**src/rtl/fsm_pkg.sv**
```systemverilog
// -----------------------------------------------------------------------------
// fsm_pkg
// Shared constants and helpers for the programmable Moore FSM.
//   CFG_NS / CFG_OUT : values of cfg_sel selecting the next-state or output table
//   clog2            : ceiling log2 used for parameter legality checks
//   max2             : larger of two ints (sizes the config data bus)
//   params_ok        : true when a parameter set describes a buildable FSM
// -----------------------------------------------------------------------------
package fsm_pkg;

  localparam logic CFG_NS  = 1'b0;
  localparam logic CFG_OUT = 1'b1;

  function automatic int clog2(input int n);
    int r;
    r = 0;
    while ((1 << r) < n) r++;
    return r;
  endfunction

  function automatic int max2(input int a, input int b);
    return (a > b) ? a : b;
  endfunction

  // Legal range: 2..16 states and inputs, and both encodings wide enough.
  function automatic bit params_ok(input int num_states, input int num_inputs,
                                   input int in_w, input int st_w);
    return (num_states >= 2) && (num_states <= 16) &&
           (num_inputs >= 2) && (num_inputs <= 16) &&
           (in_w >= clog2(num_inputs)) && (st_w >= clog2(num_states));
  endfunction

endpackage

```
**src/rtl/fsm_prog_table.sv**
```systemverilog
// -----------------------------------------------------------------------------
// fsm_prog_table
// Storage for the next-state table and the Moore output table.
//   clk_i, reset_i     : clock, synchronous active-high reset
//   we_i, sel_i        : write strobe (already range-checked), table select
//   row_i, col_i       : source state and input symbol of the entry to write
//   ns_data_i          : next-state value for the ns table
//   out_data_i         : output word for the out table
//   rd_state_i, rd_in_i: asynchronous read address
//   rd_ns_o, rd_out_o  : ns_tbl[rd_state][rd_in], out_tbl[rd_state]
// Reset loads every ns entry with its own row index (self-loop) and clears
// every output word.
// -----------------------------------------------------------------------------
module fsm_prog_table
  import fsm_pkg::*;
#(
  parameter int ST_W  = 3,
  parameter int IN_W  = 3,
  parameter int OUT_W = 4
) (
  input  logic             clk_i,
  input  logic             reset_i,
  input  logic             we_i,
  input  logic             sel_i,
  input  logic [ST_W-1:0]  row_i,
  input  logic [IN_W-1:0]  col_i,
  input  logic [ST_W-1:0]  ns_data_i,
  input  logic [OUT_W-1:0] out_data_i,
  input  logic [ST_W-1:0]  rd_state_i,
  input  logic [IN_W-1:0]  rd_in_i,
  output logic [ST_W-1:0]  rd_ns_o,
  output logic [OUT_W-1:0] rd_out_o
);

  // Arrays span the full code space so any encoded address indexes cleanly;
  // rows/columns beyond the legal counts are never written and never steer
  // the state register, because the top level filters illegal codes.
  localparam int ROWS = 1 << ST_W;
  localparam int COLS = 1 << IN_W;

  logic [ST_W-1:0]  ns_q  [ROWS][COLS];
  logic [OUT_W-1:0] out_q [ROWS];

  always_ff @(posedge clk_i) begin
    if (reset_i) begin
      for (int r = 0; r < ROWS; r++) begin
        for (int c = 0; c < COLS; c++) begin
          ns_q[r][c] <= ST_W'(r);
        end
        out_q[r] <= '0;
      end
    end else if (we_i) begin
      if (sel_i == CFG_NS) begin
        ns_q[row_i][col_i] <= ns_data_i;
      end else begin
        out_q[row_i] <= out_data_i;
      end
    end
  end

  assign rd_ns_o  = ns_q[rd_state_i][rd_in_i];
  assign rd_out_o = out_q[rd_state_i];

endmodule

```
**src/rtl/fsm_moore_prog.sv**
```systemverilog
// -----------------------------------------------------------------------------
// fsm_moore_prog
// Table-driven Moore FSM whose transition and output tables are written at
// run time.
//   clk, reset : clock, synchronous active-high reset (clears tables too)
//   run_en, in : advance one step on input symbol `in`
//   cfg_we, cfg_sel, cfg_state, cfg_in, cfg_data : table write port
//   state      : current state register (also the debug view of the FSM)
//   out        : Moore output, out_tbl[state]
//   in_err     : one-cycle pulse after an illegal input was presented
//   cfg_err    : one-cycle pulse after a config write was rejected
// Strobe semantics: run_en and cfg_we are single-cycle qualifiers with no
// back-pressure; whatever they qualify is committed on that rising edge and
// both may be active together. A step reads the table value from before any
// write landing on the same edge.
// -----------------------------------------------------------------------------
module fsm_moore_prog
  import fsm_pkg::*;
#(
  parameter  int NUM_STATES = 5,
  parameter  int NUM_INPUTS = 5,
  parameter  int IN_W       = 3,
  parameter  int OUT_W      = 4,
  parameter  int ST_W       = 3,
  localparam int CFG_W      = max2(ST_W, OUT_W)
) (
  input  logic             clk,
  input  logic             reset,
  input  logic             run_en,
  input  logic [IN_W-1:0]  in,
  input  logic             cfg_we,
  input  logic             cfg_sel,
  input  logic [ST_W-1:0]  cfg_state,
  input  logic [IN_W-1:0]  cfg_in,
  input  logic [CFG_W-1:0] cfg_data,
  output logic [ST_W-1:0]  state,
  output logic [OUT_W-1:0] out,
  output logic             in_err,
  output logic             cfg_err
);

  if (!params_ok(NUM_STATES, NUM_INPUTS, IN_W, ST_W)) begin : g_bad_params
    $error("fsm_moore_prog: illegal NUM_STATES/NUM_INPUTS/IN_W/ST_W combination");
  end

  logic [ST_W-1:0]  state_q, state_d;
  logic             in_err_q, in_err_d;
  logic             cfg_err_q, cfg_err_d;
  logic [ST_W-1:0]  tbl_ns;
  logic [OUT_W-1:0] tbl_out;
  logic             in_ok, cfg_ok, tbl_we;

  // Range checks against the legal counts; widened so that a count equal to
  // 2**width still compares correctly.
  always_comb begin
    in_ok  = int'(in) < NUM_INPUTS;
    cfg_ok = (int'(cfg_state) < NUM_STATES) &&
             ((cfg_sel == CFG_OUT) ||
              ((int'(cfg_in) < NUM_INPUTS) && (int'(cfg_data) < NUM_STATES)));
    tbl_we = cfg_we && cfg_ok;
  end

  fsm_prog_table #(
    .ST_W  (ST_W),
    .IN_W  (IN_W),
    .OUT_W (OUT_W)
  ) u_table (
    .clk_i      (clk),
    .reset_i    (reset),
    .we_i       (tbl_we),
    .sel_i      (cfg_sel),
    .row_i      (cfg_state),
    .col_i      (cfg_in),
    .ns_data_i  (cfg_data[ST_W-1:0]),
    .out_data_i (cfg_data[OUT_W-1:0]),
    .rd_state_i (state_q),
    .rd_in_i    (in),
    .rd_ns_o    (tbl_ns),
    .rd_out_o   (tbl_out)
  );

  // State register and error pulse registers.
  always_ff @(posedge clk) begin
    if (reset) begin
      state_q   <= '0;
      in_err_q  <= 1'b0;
      cfg_err_q <= 1'b0;
    end else begin
      state_q   <= state_d;
      in_err_q  <= in_err_d;
      cfg_err_q <= cfg_err_d;
    end
  end

  // Next-state logic. An illegal symbol leaves the state where it is; since
  // every accepted ns entry is < NUM_STATES the state stays legal.
  always_comb begin
    state_d   = state_q;
    in_err_d  = 1'b0;
    cfg_err_d = cfg_we && !cfg_ok;
    if (run_en) begin
      if (in_ok) begin
        state_d = tbl_ns;
      end else begin
        in_err_d = 1'b1;
      end
    end
  end

  // Moore outputs: the output word is looked up from the registered state
  // with no extra pipeline stage.
  always_comb begin
    state   = state_q;
    out     = tbl_out;
    in_err  = in_err_q;
    cfg_err = cfg_err_q;
  end

endmodule

```
**config.mk**
```make
export PLATFORM = sky130hd
export DESIGN_NAME = fsm_moore_prog
export DESIGN_NICKNAME = d
export VERILOG_FILES = /design/src/rtl/fsm_pkg.sv /design/src/rtl/fsm_prog_table.sv /design/src/rtl/fsm_moore_prog.sv
export SDC_FILE = /design/constraint.sdc
export NUM_CORES = 1
export LEC_CHECK = 0
export ABC_AREA = 1
export BUFFER_PORTS_ARGS = -buffer_cell sky130_fd_sc_hd__buf_2
export CORE_ASPECT_RATIO = 0.5
export CORE_MARGIN = 4
export CORE_UTILIZATION = 30
export CTS_BUF_LIST = sky130_fd_sc_hd__clkbuf_16
export CTS_CLUSTER_DIAMETER = 200
export DETAILED_ROUTE_END_ITERATION = 10
export PLACE_DENSITY_LB_ADDON = 0.15
export SYNTH_ARGS = -nofsm -noshare
export SYNTH_HDL_FRONTEND = slang
export SYNTH_SLANG_ARGS = --single-unit
export TNS_END_PERCENT = 100
```
**constraint.sdc**
```tcl
create_clock -name clk -period 2.6 [get_ports clk]
set_input_delay 0.39 -clock clk [delete_from_list [all_inputs] [get_ports clk]]
set_output_delay 0.39 -clock clk [all_outputs]
set_load 0.03 [all_outputs]
```
==> flow_metrics.env, run 1 <==
export IMPL_via_per_inst=4.35
export IMPL_io_buffer_count=26
export IMPL_worst_path_max_fanout=20
export IMPL_ant_nets=0
export IMPL_ys_types=28
export IMPL_worst_path_max_delay_cell="dfxtp_4"
export IMPL_n_antenna_cell=0
export IMPL_period_share=0.917
export IMPL_path_common_cell="nor2_1"
export IMPL_worst_clock_skew_ns=0.00943
export IMPL_max_cap_viol_count=0
export IMPL_power_w=0.00856
export IMPL_dp_slack_ns=0.387
export IMPL_cts_clk_slew_worst_paths_ns=0.06
export IMPL_final_common_cell="nand2_1"
export IMPL_cp_arrival_ns=1.99
export IMPL_cellLeakagePower_nw=4.95
export IMPL_fin_nets=1161
export IMPL_synth_seq_cells=232
export IMPL_crit_path_start_kind="register"
export IMPL_clkLatencyLatePin_ns=0.52
export IMPL_drt_initial_drc_count=462
export IMPL_place_gp_congestion=0.745
export IMPL_worst_slew_pin_slew_ns=0.746
export IMPL_nFillCells=3437
export IMPL_core_um2=33700
export IMPL_rrSetupSlack_ns=0.52
export IMPL_setup_viol=0
export IMPL_drive_above_1_share=0.0906
export IMPL_htree_levels=1
export IMPL_die_area_um2=38000
export IMPL_hp_start="run_en"
export IMPL_ir_drop_mv=0.379
export IMPL_timing_final_ws_setup_ns=0.216
export IMPL_crit_type="reg2out"
export IMPL_routedWlPerCell_um=15.0
export IMPL_routed_wirelength_um=24400
export IMPL_grt_max_degree=133
export IMPL_grtUsageTotal=0.129
export IMPL_std_cell_rows=47
export IMPL_dr_pass1_iters=5
export IMPL_syn_inst=1050
export IMPL_rsz0062_at_grt="false"
export IMPL_post_dp_hpwl_um=14700
export IMPL_numCtsBuffers=24
export IMPL_hold_class="in2reg"
export IMPL_report_final_hold_viol_count=0
export IMPL_drc=0
export IMPL_clock_fmax_mhz=419
export IMPL_final_util=0.358
export IMPL_slowest_delay_ns=0.51
export IMPL_die_w_um=272
export IMPL_maxSlewViolCount=0
export IMPL_synth_area_per_cell_um2=9.94
export IMPL_cts_tree="yes"
export IMPL_register_area_um2=6890
export IMPL_grt_pass1_vias=7013
export IMPL_start_util=0.310
export IMPL_status="finished clean"
export IMPL_synth_area_um2=10400
export IMPL_root_buffer="clkbuf_16"
export IMPL_vias=7058
export IMPL_worst_ep_required_time_ns=2.21
export IMPL_relSlewSlack=0.503
export IMPL_overflow=0
export IMPL_grt_pass1_wl_um=38800
export IMPL_whs_path_depth=3
export IMPL_cts_sinks=232
export IMPL_p_per_area_nw_per_um2=710
export IMPL_die_h_um=140
export IMPL_multi_input_comb_area_um2=3310
export IMPL_worstPathCellList="buf_6 > nor2_1 > nor2_1 > o21ai_0 > a31oi_1 > buf_2"
export IMPL_min_to="in_err"
export IMPL_tns_ns=0
export IMPL_ys_seq_area_frac=0.660
export IMPL_endpoint_kind="output pin"
export IMPL_syn2layout_area_growth_pct=15.4
export IMPL_final_cell_mix="308 x nand2_1, 224 x edfxtp_1, 174 x nand3_1"
export IMPL_finalCriticalPeriod_ns=2.38
export IMPL_grt_antenna_before_repair=0
export IMPL_holdBufCountCts=0
export IMPL_clockBufferDepth=3
export IMPL_reg2reg_depth=13
export IMPL_ios=27
export IMPL_yosys_warnings=0
==> metal layers <==
| layer | routed length (um) | vias to the layer above | GRT usage |
|---|---|---|---|
| li1 | - | 3530 | - |
| met1 | 11400 | 3330 | 0.175 |
| met2 | 11100 | 158 | 0.208 |
| met3 | 1470 | 40 | 0.0330 |
| met4 | 508 | 0 | 0.0322 |
| met5 | 0 | - | 0 |
==> how the worst max path moves through the flow <==
| stage | from | end | slack [ns] | cells past startpoint |
|---|---|---|---|---|
| 2_1_floorplan | register | out[0] | 0.54 | 9 |
| 3_3_place_gp | cfg_data[1] | u_table.ns_q[0][22] | 0.43 | 10 |
| 3_5_place_dp | cfg_data[1] | u_table.ns_q[0][23] | 0.39 | 10 |
| 4_1_cts | register | out[2] | 0.07 | 6 |
| 5_1_grt | register | out[1] | 0.01 | 6 |
| 6_report | register | out[2] | 0.22 | 6 |
==> cell type report <==
| cell class | instances | share of cell area |
|---|---|---|
| clock inverters | 17 | 0.00758 |
| repair buffers | 47 | 0.0275 |
| multi-input cells | 783 | 0.275 |
| clock buffers | 25 | 0.0519 |
| inverters | 55 | 0.0179 |
| well taps | 465 | 0.0483 |
| flip-flops and latches | 232 | 0.572 |
==> where the power goes <==
group          internal [W]  switching (W)  total (W)
Clock               0.00182        0.00141    0.00322
Sequential          0.00437      0.0000775    0.00444
Combinational      0.000247       0.000646   0.000893
==> flip-flops by register name, indices dropped and copies added (netlist names), named ones only <==
signal,count
cfg_err,1
u_table.ns_q,192
state,3
u_table.out_q,32
in_err,1
==> cells by family after synthesis <==
| kind of cell | after synthesis | share of synthesized area |
|---|---|---|
| AO/OA/AOI/OAI | 30 | 0.0157 |
| AND/OR/NAND/NOR | 624 | 0.255 |
| flip-flops | 232 | 0.660 |
| other | 2 | 0.000719 |
| buffers and inverters | 162 | 0.0686 |
==> synthesized netlist by cell type, drive strengths merged <==
cell,instances,area share
clkbuf,65,0.024
inv,52,0.019
nand2,324,0.12
edfxtp,224,0.64
dfxtp,8,0.015
o21ai,19,0.0091
conb,2,0.00072
nor3,5,0.0046
nand3,174,0.083
a21oi,3,0.0018
clkinv,3,0.0014
o22ai,4,0.0024
nand4,1,0.0020
buf,42,0.024
nor4,1,0.00060
a31oi,4,0.0024
nor2,119,0.044
==> critical path, delay by kind of cell, from the launching register on <==
kind | cells | cell delay [ns]
AO/OA/AOI/OAI | 2 | 0.35
buffers and inverters | 2 | 0.46
flip-flops | 1 | 0.51
AND/OR/NAND/NOR | 2 | 0.14
==> per-stage QoR <==
step,area [um2],std cells,hold slack [ns]
after floorplan,10900,1177,0.531
after global placement,11300,1582,0.587
after detailed placement,11300,1582,0.585
after CTS,12000,1624,0.0950
after global routing,12100,1624,0.109
final,12100,1624,0.124
==> what timing repair did <==
item,CTS,global route
setup buffers,0,0
endpoints found under the setup margin,0,2
gates resized for setup,0,1
Note: power is estimated with default switching activity, not from simulation.
==> inputs of run 2 (changes only) <==
Settings changed: GPL_TIMING_DRIVEN set to 0.
==> run 2 against run 1 <==
  * Critical path depth is 3 higher
  * Global-route usage is 3.0 points higher
  * Flip-flop and latch count stayed put
  * Sequential share of layout area is 1.8 points lower
  * Utilization is 1.1 points higher
  * Routed wire length is 23% higher
  * Count of clock-buffer cells in the layout stayed put
  * Clock skew is 0.0031 ns higher
  * Via count is 7.7% higher
  * Power is 4.3% higher
  * Sequential power hardly changed
==> flow_metrics.env, run 2 (synthesis results as in run 1) <==
export IMPL_p_per_area_nw_per_um2=718
export IMPL_largest_reg_flops=192
export IMPL_worst_path_max_delay_cell="dfxtp_1"
export IMPL_worst_path_max_fanout=10
export IMPL_clockBufferDepth=3
export IMPL_worst_slew_pin_slew_ns=0.987
export IMPL_grt_max_degree=20
export IMPL_maxSlewViolCount=0
export IMPL_dr_pass1_iters=5
export IMPL_place_gp_congestion=0.830
export IMPL_p_int_w=0.00668
export IMPL_report_final_hold_viol_count=0
export IMPL_seq_power_share=0.498
export IMPL_relSlewSlack=0.342
export IMPL_worst_ep_required_time_ns=2.21
export IMPL_cp_arrival_ns=2.10
export IMPL_final_cell_area_um2=12400
export IMPL_crit_path_start_kind="register"
export IMPL_vias=7603
export IMPL_overflow=0
export IMPL_syn2layout_area_growth_pct=19.0
export IMPL_period_share=0.959
export IMPL_crit_buf_inv=5
export IMPL_cts_tree="yes"
export IMPL_endpoint_kind="output pin"
export IMPL_ant_nets=0
export IMPL_std_cell_rows=47
export IMPL_final_common_cell="nand2_1"
export IMPL_drc=0
export IMPL_routedWlPerCell_um=17.7
export IMPL_worst_clock_skew_ns=0.0125
export IMPL_regMostFlops="u_table.ns_q"
export IMPL_die_h_um=140
export IMPL_hp_start="run_en"
export IMPL_clockPowerShare=0.385
export IMPL_numCtsBuffers=24
export IMPL_setup_viol=0
export IMPL_clock_fmax_mhz=401
export IMPL_die_area_um2=38000
export IMPL_ios=27
export IMPL_start_util=0.310
export IMPL_drt_initial_drc_count=635
export IMPL_die_w_um=272
export IMPL_slowest_delay_ns=0.29
export IMPL_path_common_cell="buf_4"
export IMPL_final_cell_mix="308 x nand2_1, 224 x edfxtp_1, 174 x nand3_1"
export IMPL_dpl_cell_area_um2=11600
export IMPL_grtUsageTotal=0.159
export IMPL_post_dp_hpwl_um=21600
export IMPL_min_to="in_err"
export IMPL_core_um2=33700
export IMPL_comb_power_share=0.117
export IMPL_hold_class="in2reg"
export IMPL_cts_clk_slew_worst_paths_ns=0.06
export IMPL_worstPathCellList="buf_4 > inv_4 > buf_8 > buf_6 > o21ai_0 > o22ai_1 > nor2_1 > a31oi_1 > buf_4"
export IMPL_via_per_inst=4.46
export IMPL_cellLeakagePower_nw=5.09
export IMPL_ir_drop_mv=0.346
export IMPL_crit_type="reg2out"
export IMPL_cts_setup_buffers=0
export IMPL_rrSetupSlack_ns=0.32
export IMPL_fin_nets=1240
export IMPL_rsz0062_at_grt="false"
export IMPL_final_util=0.369
export IMPL_htree_levels=1
export IMPL_finalCriticalPeriod_ns=2.49
export IMPL_status="finished clean"
export IMPL_grt_antenna_before_repair=1
export IMPL_whs_path_depth=3
export IMPL_n_antenna_cell=0
export IMPL_root_buffer="clkbuf_16"
export IMPL_drive_above_1_share=0.0976
export IMPL_power_switching_w=0.00225
export IMPL_io_buffer_count=23
export IMPL_cp_top_family="buffers and inverters"
export IMPL_grt_pass1_vias=7420
export IMPL_reg2reg_depth=11
export IMPL_nFillCells=3439
export IMPL_max_cap_viol_count=0
export IMPL_grt_pass1_wl_um=45500
export IMPL_clkLatencyLatePin_ns=0.53
export IMPL_p_sw_frac=0.252
export IMPL_routed_wirelength_um=30200
export IMPL_cts_sinks=232
[run 2: changes by cell type in the layout (fill, tap and decap cells not counted), moves of 2 or more]
cell | previous run | this run
clkbuf_1 | 0 | 64
buf_4 | 18 | 12
buf_6 | 1 | 3
inv_1 | 61 | 55
buf_2 | 25 | 41
dfxtp_1 | 6 | 8
clkbuf_4 | 0 | 2
clkinv_2 | 4 | 6
clkinv_1 | 3 | 7
bufinv_16 | 1 | 3
[run 2: how the worst max path moves through the flow]
| stage | endpoint | depth (start not counted) |
|---|---|---|
| after global placement | u_table.out_q[4][2] | 4 |
| final | out[0] | 9 |
| after floorplan | out[0] | 9 |
| after detailed placement | u_table.ns_q[2][16] | 8 |
| after CTS | out[2] | 9 |
| after global routing | out[2] | 8 |
[run 2: timing repair]
item / in CTS / in global routing
gates resized for setup: 6 / 10
hold buffers: 0 / 0
pin swaps: 0 / 1
endpoints found under the setup margin: 4 / 6
[run 2: per-stage QoR]
stage	TNS, ns	worst slack (ns)	std cells	hold WS, ns	power, W
2_1_floorplan	0	0.543	1177	0.531	0.00514
3_3_place_gp	-5.22	-0.101	1665	0.557	0.00553
3_5_place_dp	-14.54	-0.194	1665	0.544	0.00554
4_1_cts	0	0.0163	1705	0.101	0.00899
5_1_grt	0	0.00496	1705	0.134	0.00931
6_report	0	0.105	1705	0.128	0.00893
[run 2: power groups by stage]
stage	Combinational, W	Sequential [W]	Clock, W
2_1_floorplan	0.000644	0.00450	0
3_3_place_gp	0.00101	0.00452	0
3_5_place_dp	0.00102	0.00452	0
4_1_cts	0.00103	0.00445	0.00352
5_1_grt	0.00115	0.00446	0.00370
6_report	0.00104	0.00444	0.00344
[run 2: area by class of cell]
type                            instances  area (um2)  share of cell area
Clock buffer                           25         626              0.0504
Multi-Input combinational cell        783        3310               0.267
Buffer                                103         520              0.0419
Timing Repair Buffer                   23         123             0.00987
Clock inverter                         19         154              0.0124
Sequential cell                       232        6890               0.554
Inverter                               55         219              0.0176
Tap cell                              465         582              0.0468
[run 2: metal layers]
| layer | share of wire | routed length (um) | up-vias | global-route usage |
|---|---|---|---|---|
| li1 | - | - | 3696 | - |
| met3 | 0.059 | 1790 | 41 | 0.0268 |
| met4 | 0.018 | 557 | 0 | 0.0320 |
| met5 | 0 | 0 | - | 0 |
| met1 | 0.49 | 14700 | 3660 | 0.235 |
| met2 | 0.44 | 13100 | 206 | 0.247 |
[run 2: worst register-to-register path, stage by stage, from the launching register on]
cell and delay (ns):
dfxtp_1 0.31, buf_2 0.23, clkinvlp_4 0.40, clkbuf_1 0.40, nand3_1 0.24, nand3_1 0.09
nand3_1 0.15, nand2_1 0.09, nand2_1 0.07, nand3_1 0.07, nand2_1 0.08, inv_1 0.05
